--- src/rtl/cla_adder_pkg.sv ---
//----------------------------------------------------------------------------
// Package  : cla_adder_pkg
// Purpose  : Shared helpers for the pipelined CLA adder: ceiling division and
//            slice boundary derivation, plus the default CLA group width.
// Revision : 1.0  initial release
//----------------------------------------------------------------------------
`timescale 1ns/1ps
`default_nettype none

package cla_adder_pkg;

  localparam int GROUP_DEFAULT = 4;

  function automatic int ceil_div(input int num, input int den);
    return (num + den - 1) / den;
  endfunction

  // First bit of slice k.
  function automatic int slice_lo(input int width, input int stages, input int k);
    return k * ceil_div(width, stages);
  endfunction

  // One past the last bit of slice k (the last slice may be narrower).
  function automatic int slice_hi(input int width, input int stages, input int k);
    int hi;
    hi = (k + 1) * ceil_div(width, stages);
    return (hi < width) ? hi : width;
  endfunction

endpackage

`default_nettype wire

--- src/rtl/cla_slice_nbit.sv ---
//----------------------------------------------------------------------------
// Module   : cla_slice_nbit
// Purpose  : Combinational N-bit carry-lookahead slice. Carries inside each
//            GROUP-bit group are computed in sum-of-products lookahead form
//            from the group carry-in; groups ripple into one another.
// Revision : 1.0  initial release
//----------------------------------------------------------------------------
`timescale 1ns/1ps
`default_nettype none

module cla_slice_nbit
  import cla_adder_pkg::*;
#(
  parameter int N     = 8,
  parameter int GROUP = GROUP_DEFAULT
) (
  input  logic [N-1:0] a,
  input  logic [N-1:0] b,
  input  logic         cin,
  output logic [N-1:0] sum,
  output logic         cout
);

  localparam int NG = ceil_div(N, GROUP);

  logic [N-1:0] p;
  logic [N-1:0] g;
  logic [N:0]   c;
  logic         cg;
  logic         term;
  logic         prod;

  assign p = a ^ b;
  assign g = a & b;

  // Per-bit carries: lookahead SOP within a group, ripple of group carries.
  always_comb begin
    c    = '0;
    cg   = cin;
    term = cin;
    prod = cin;
    for (int gi = 0; gi < NG; gi++) begin
      c[gi*GROUP] = cg;
      term = cg;
      for (int j = 1; j <= GROUP; j++) begin
        if (gi*GROUP + j <= N) begin
          // carry-in propagated through bits 0..j-1 of the group
          prod = cg;
          for (int t = 0; t < j; t++) begin
            prod = prod & p[gi*GROUP + t];
          end
          term = prod;
          // generate at bit m propagated through bits m+1..j-1
          for (int m = 0; m < j; m++) begin
            prod = g[gi*GROUP + m];
            for (int t = m + 1; t < j; t++) begin
              prod = prod & p[gi*GROUP + t];
            end
            term = term | prod;
          end
          c[gi*GROUP + j] = term;
        end
      end
      cg = term;
    end
  end

  assign sum  = p ^ c[N-1:0];
  assign cout = c[N];

endmodule

`default_nettype wire

--- src/rtl/cla_pipe_adder.sv ---
//----------------------------------------------------------------------------
// Module   : cla_pipe_adder
// Purpose  : Pipelined WIDTH-bit adder/subtractor. Stage k adds slice k with
//            a CLA slice and registers the partial sum, the carry into slice
//            k+1 and the still-unadded upper operand bits. A single global
//            advance signal moves every stage; valid/ready on both sides.
// Revision : 1.0  initial release
//----------------------------------------------------------------------------
`timescale 1ns/1ps
`default_nettype none

module cla_pipe_adder
  import cla_adder_pkg::*;
#(
  parameter int WIDTH  = 381,
  parameter int STAGES = 3,
  parameter int GROUP  = GROUP_DEFAULT
) (
  input  logic             clk,
  input  logic             rst,
  input  logic             in_valid,
  output logic             in_ready,
  input  logic [WIDTH-1:0] in_a,
  input  logic [WIDTH-1:0] in_b,
  input  logic             in_cin,
  input  logic             in_sub,
  output logic             out_valid,
  input  logic             out_ready,
  output logic [WIDTH-1:0] out_sum,
  output logic             out_cout
);

  localparam int SW = ceil_div(WIDTH, STAGES);

  // Every slice must hold at least one bit; an empty last slice is rejected.
  if (WIDTH < 1 || STAGES < 1 || STAGES > WIDTH || GROUP < 1 ||
      (STAGES - 1) * SW >= WIDTH) begin : g_bad_params
    $error("cla_pipe_adder: WIDTH/STAGES/GROUP combination leaves an empty slice");
  end

  logic             adv;
  logic [WIDTH-1:0] b_eff;
  logic             c_eff;

  // The whole pipe moves together; it stalls only when the output is held.
  assign adv      = !out_valid | out_ready;
  assign in_ready = adv;

  // Subtraction is A + ~B + 1; the mode is fully absorbed at stage 0.
  assign b_eff = in_sub ? ~in_b : in_b;
  assign c_eff = in_sub ? 1'b1 : in_cin;

  for (genvar k = 0; k < STAGES; k++) begin : g_stage
    localparam int LO  = slice_lo(WIDTH, STAGES, k);
    localparam int HI  = slice_hi(WIDTH, STAGES, k);
    localparam int N   = HI - LO;
    localparam int REM = WIDTH - HI;

    logic [WIDTH-LO-1:0] op_a;
    logic [WIDTH-LO-1:0] op_b;
    logic                op_c;
    logic                valid_d;
    logic [HI-1:0]       sum_d;
    logic [N-1:0]        slice_sum;
    logic                slice_cout;

    logic                valid_q;
    logic [HI-1:0]       sum_q;
    logic                carry_q;

    if (k == 0) begin : g_src_in
      assign op_a    = in_a;
      assign op_b    = b_eff;
      assign op_c    = c_eff;
      assign valid_d = in_valid;
      assign sum_d   = slice_sum;
    end else begin : g_src_prev
      assign op_a    = g_stage[k-1].g_mid.a_q;
      assign op_b    = g_stage[k-1].g_mid.b_q;
      assign op_c    = g_stage[k-1].carry_q;
      assign valid_d = g_stage[k-1].valid_q;
      assign sum_d   = {slice_sum, g_stage[k-1].sum_q};
    end

    cla_slice_nbit #(
      .N     (N),
      .GROUP (GROUP)
    ) u_slice (
      .a    (op_a[N-1:0]),
      .b    (op_b[N-1:0]),
      .cin  (op_c),
      .sum  (slice_sum),
      .cout (slice_cout)
    );

    if (k == STAGES - 1) begin : g_out
      // Output stage: result registers are cleared so reset shows a zero result.
      always_ff @(posedge clk) begin
        if (rst) begin
          valid_q <= 1'b0;
          sum_q   <= '0;
          carry_q <= 1'b0;
        end else if (adv) begin
          valid_q <= valid_d;
          sum_q   <= sum_d;
          carry_q <= slice_cout;
        end
      end
    end else begin : g_mid
      logic [REM-1:0] a_q;
      logic [REM-1:0] b_q;

      // Inner stage valid flag; reset discards in-flight beats.
      always_ff @(posedge clk) begin
        if (rst) begin
          valid_q <= 1'b0;
        end else if (adv) begin
          valid_q <= valid_d;
        end
      end

      // Inner stage data: partial sum, slice carry and skewed upper operands.
      always_ff @(posedge clk) begin
        if (adv) begin
          sum_q   <= sum_d;
          carry_q <= slice_cout;
          a_q     <= op_a[WIDTH-LO-1:N];
          b_q     <= op_b[WIDTH-LO-1:N];
        end
      end
    end
  end

  assign out_valid = g_stage[STAGES-1].valid_q;
  assign out_sum   = g_stage[STAGES-1].sum_q;
  assign out_cout  = g_stage[STAGES-1].carry_q;

endmodule

`default_nettype wire
--- config.mk ---
export PLATFORM = sky130hd
export DESIGN_NAME = cla_pipe_adder
export DESIGN_NICKNAME = d
export VERILOG_FILES = /design/src/rtl/cla_adder_pkg.sv /design/src/rtl/cla_slice_nbit.sv /design/src/rtl/cla_pipe_adder.sv
export SDC_FILE = /design/constraint.sdc
export NUM_CORES = 2
export LEC_CHECK = 0
export CORE_AREA = 2 2 451 453
export DETAILED_ROUTE_END_ITERATION = 8
export DIE_AREA = 0 0 453 455
export GPL_TIMING_DRIVEN = 0
export PLACE_DENSITY = 0.6
export SLEW_MARGIN = 20
export SYNTH_ARGS = -nofsm -noshare
export SYNTH_HDL_FRONTEND = slang
export SYNTH_SLANG_ARGS = --single-unit
--- constraint.sdc ---
create_clock -name clk -period 36.7 [get_ports clk]
set_clock_uncertainty 0.1 [all_clocks]
set_input_delay 7.34 -clock clk [delete_from_list [all_inputs] [get_ports clk]]
set_output_delay 7.34 -clock clk [all_outputs]
set_load 0.01 [all_outputs]
==> impl_metrics.py <==
metrics = {
    "timing": {
        "setup_viol": 0,
        "relSlewSlack": 0.2457,
        "max_freq_ghz": 0.02899,
        "worst_pin_slew_ns": 1.131,
        "finalHoldViolCount": 0,
        "finalCritPeriodShare": 0.9399,
        "hold_ws_ns": 0.3073,
        "rsz0062_at_grt": "false",
        "period_minus_slack_ns": 34.50,
        "final.setup.worst_slack_ns": 2.205,
        "slew_viol_final": 0,
    },
    "synth": {
        "synth_top_area_frac": 0.5188,
        "yosysUniqueCellTypes": 28,
        "ys_warn_count": 0,
        "syn_area_um2": 66270,
        "yosysSeqAreaShare": 0.6351,
        "syn_inst": 4883,
        "synth-seq-cells": 1530,
        "synth_top_cells_by_area": "edfxtp_1 52%, dfxtp_1 12%, ha_1 9.0%",
        "synth_area_per_cell_um2": 13.57,
        "synth_top_cell_by_area": "edfxtp_1",
        "syn_nets": 6224,
    },
    "route": {
        "drcViolationCount": 0,
        "vias": 43010,
        "drtAntennaViolNets": 0,
        "viasPerCell": 4.744,
        "wl_per_cell_um": 24.69,
        "drt_wl_total_mm": 223.9,
        "drt-initial-drc-count": 3299,
        "first_pass_iters": 8,
    },
    "critical_path": {
        "critPathMaxFanout": 3,
        "crit_top_cell": "ha_1",
        "reg2reg_depth": 129,
        "critPathArrivalTime_ns": 35.01,
        "cp_top_family": "compound AO/OA/AOI/OAI gates",
        "slowest_stage": "clkdlybuf4s50_1",
        "crit_required_ns": 37.22,
        "critPathMaxStageDelay_ns": 0.49,
        "r2r_end": "g_stage[1].carry_q",
        "cp-start-kind": "primary input",
        "rrSetupSlack_ns": 10.28,
        "end_kind": "flop",
        "cp.depth": 131,
        "critPathBufInv": 1,
        "crit_type": "primary input to flop",
        "r2r-start": "g_stage[0].g_mid.a_q[0]",
    },
    "run_status": {
        "status": "completed",
    },
    "finish": {
        "nNetsFinal": 7555,
        "nFillCells": 18450,
        "syn_to_final_growth_pct": 31.48,
        "drive_gt1_frac": 0.06868,
    },
    "global_routing": {
        "grt-ovfl-total": 0,
        "grt_pass1_wl_mm": 306.4,
        "grtUsageTotal": 0.2107,
        "grt_pass1_vias": 42460,
        "grt_start_max_net_pins": 149,
        "antenna_found_initial": 81,
    },
    "placed_design": {
        "hpwl_mm": 174.3,
        "post-place-ws_ns": -2.765,
        "gp_congestion": 0.9026,
        "port-buffer-count": 1150,
    },
    "hold_path": {
        "min_path_type": "flop to flop",
        "hold_path_startpoint": "g_stage[0].g_mid.b_q[134]",
        "whs_path_depth": 0,
        "holdPathEnd": "g_stage[1].g_mid.b_q[7]",
    },
    "clock_network": {
        "insertion_delay_ns": 0.83,
        "hold_buffers": 0,
        "htree_num_levels": 4,
        "root_buffer": "clkbuf_16",
        "cts_tree": "done",
        "clockBufferDepth": 3,
        "cts.sink_count": 1530,
        "clkTransAtPathRegs_ns": 0.06,
        "cts_buffers": 169,
    },
    "floorplan": {
        "die_area_um2": 206100,
        "ios": 1152,
        "rows": 165,
        "fp.dieW_um": 453,
        "core_area_um2": 201300,
        "dieHeight_um": 455,
        "start_util": 0.3293,
    },
    "pwr": {
        "power.leakage_uw": 0.03453,
        "irDropWorstVdd_v": 0.00004090,
        "totalPowerFinal_uw": 5025,
        "power_density_nw_per_um2": 57.66,
    },
    "flow_run": {
        "cap_violations": 0,
    },
}
==> per-stage QoR <==
step / utilization / cell area [µm²] / TNS (ns) / std cells
floorplan: - / 66270 / 0 / 4883
global placement: 0.4031 / 81130 / -19.49 / 8705
detailed placement: 0.4044 / 81390 / -20.12 / 8714
CTS: 0.4325 / 87060 / 0 / 9035
global route: 0.4328 / 87120 / 0 / 9056
finish: 0.4329 / 87140 / 0 / 9066
==> cells in the final DEF, fill, tap and decap left out, types with 32 or more instances in the layout <==
master / n
or2_2: 32
fa_1: 96
nor2b_1: 62
a21o_1: 62
nand2b_1: 34
inv_1: 136
clkdlybuf4s50_1: 1150
clkbuf_16: 172
clkbuf_1: 100
dfxtp_1: 385
a211oi_1: 64
nand3_1: 32
edfxtp_1: 1145
xnor2_1: 160
nand2_1: 607
or4_1: 32
nand3b_1: 94
ha_1: 477
xor2_1: 443
o21a_1: 34
o21ai_0: 34
nor2_1: 225
o211ai_1: 94
buf_2: 97
a21oi_1: 381
==> power by group <==
part / total [µW] / switching, µW / leakage [µW] / internal (µW)
Sequential: 2360 / 137 / 0.0153 / 2230
Clock: 1710 / 725 / 0.00276 / 982
Combinational: 954 / 493 / 0.0165 / 461
==> synth_stat cells <==
cell type,n
a2111o_1,31
a211oi_1,64
a21o_1,62
a21oi_1,381
buf_1,3
buf_2,101
buf_4,28
buf_6,3
clkbuf_1,56
dfxtp_1,385
edfxtp_1,1145
fa_1,96
ha_1,477
inv_1,136
nand2_1,607
nand2b_1,34
nand3_1,32
nand3b_1,94
nor2_1,225
nor2b_1,62
nor2b_4,1
o211ai_1,94
o21a_1,34
o21ai_0,65
or2_2,32
or4_1,32
xnor2_1,160
xor2_1,443
==> metal layers <==
layer | track usage | vias to the layer above | routed length [µm]
li1 | - | 20000 | -
met1 | 0.2330 | 21110 | 82120
met2 | 0.3800 | 1434 | 116400
met3 | 0.05222 | 427 | 15230
met4 | 0.09453 | 42 | 9868
met5 | 0 | - | 250
==> worst max path at each step <==
stage / start / endpoint
3_5_place_dp: in_sub / g_stage[0].carry_q
6_report: in_b[0] / g_stage[0].sum_q[126]
2_1_floorplan: in_sub / g_stage[0].carry_q
4_1_cts: in_b[0] / g_stage[0].carry_q
5_1_grt: in_b[0] / g_stage[0].carry_q
3_3_place_gp: in_sub / g_stage[0].carry_q
==> cell type report <==
cell class,count,area (µm²),share of cell area
flip-flops and latches,1530,42090,0.4830
multi-input cells,3026,22710,0.2606
repair buffers,1161,11770,0.1351
clock buffers,243,4831,0.05544
well taps,2672,3343,0.03837
plain buffers,190,1007,0.01156
clock inverters,77,797.0,0.009146
inverters,136,510.5,0.005858
diodes,31,77.57,0.0008902
==> sequential cells by signal, indices dropped and copies added (netlist names) <==
name               count
g_stage.carry_q        2
g_stage.valid_q        2
out_cout               1
out_valid              1
out_sum              381
g_stage.sum_q        381
g_stage.g_mid.b_q    381
g_stage.g_mid.a_q    381
==> kinds of logic (layout without fill, tap and decap cells) <==
family,count (synthesis),count (layout),synth area share
flip-flops,1530,1530,0.6351
AND/OR/NAND/NOR,1119,1119,0.07610
AO/OA/AOI/OAI,731,731,0.06772
XOR/XNOR,603,603,0.07969
adder cells (fa/ha/maj),573,573,0.1191
buffers and inverters,327,1807,0.02235
other,0,31,0
==> worst register-to-register path, delay by kind of cell, from the launching register on <==
family	cells	cell delay, ns
and+or+nand+nor	1	0.17
DFF	1	0.41
adders and majority gates	33	6.20
AOI/OAI and AO/OA	95	19.26
==> timing repair <==
action / in CTS / in global routing
buffers inserted: 2 / 0
gates resized for setup: 19 / 23
setup endpoints to repair: 10 / 12
Power figures use the tool's default switching activity.
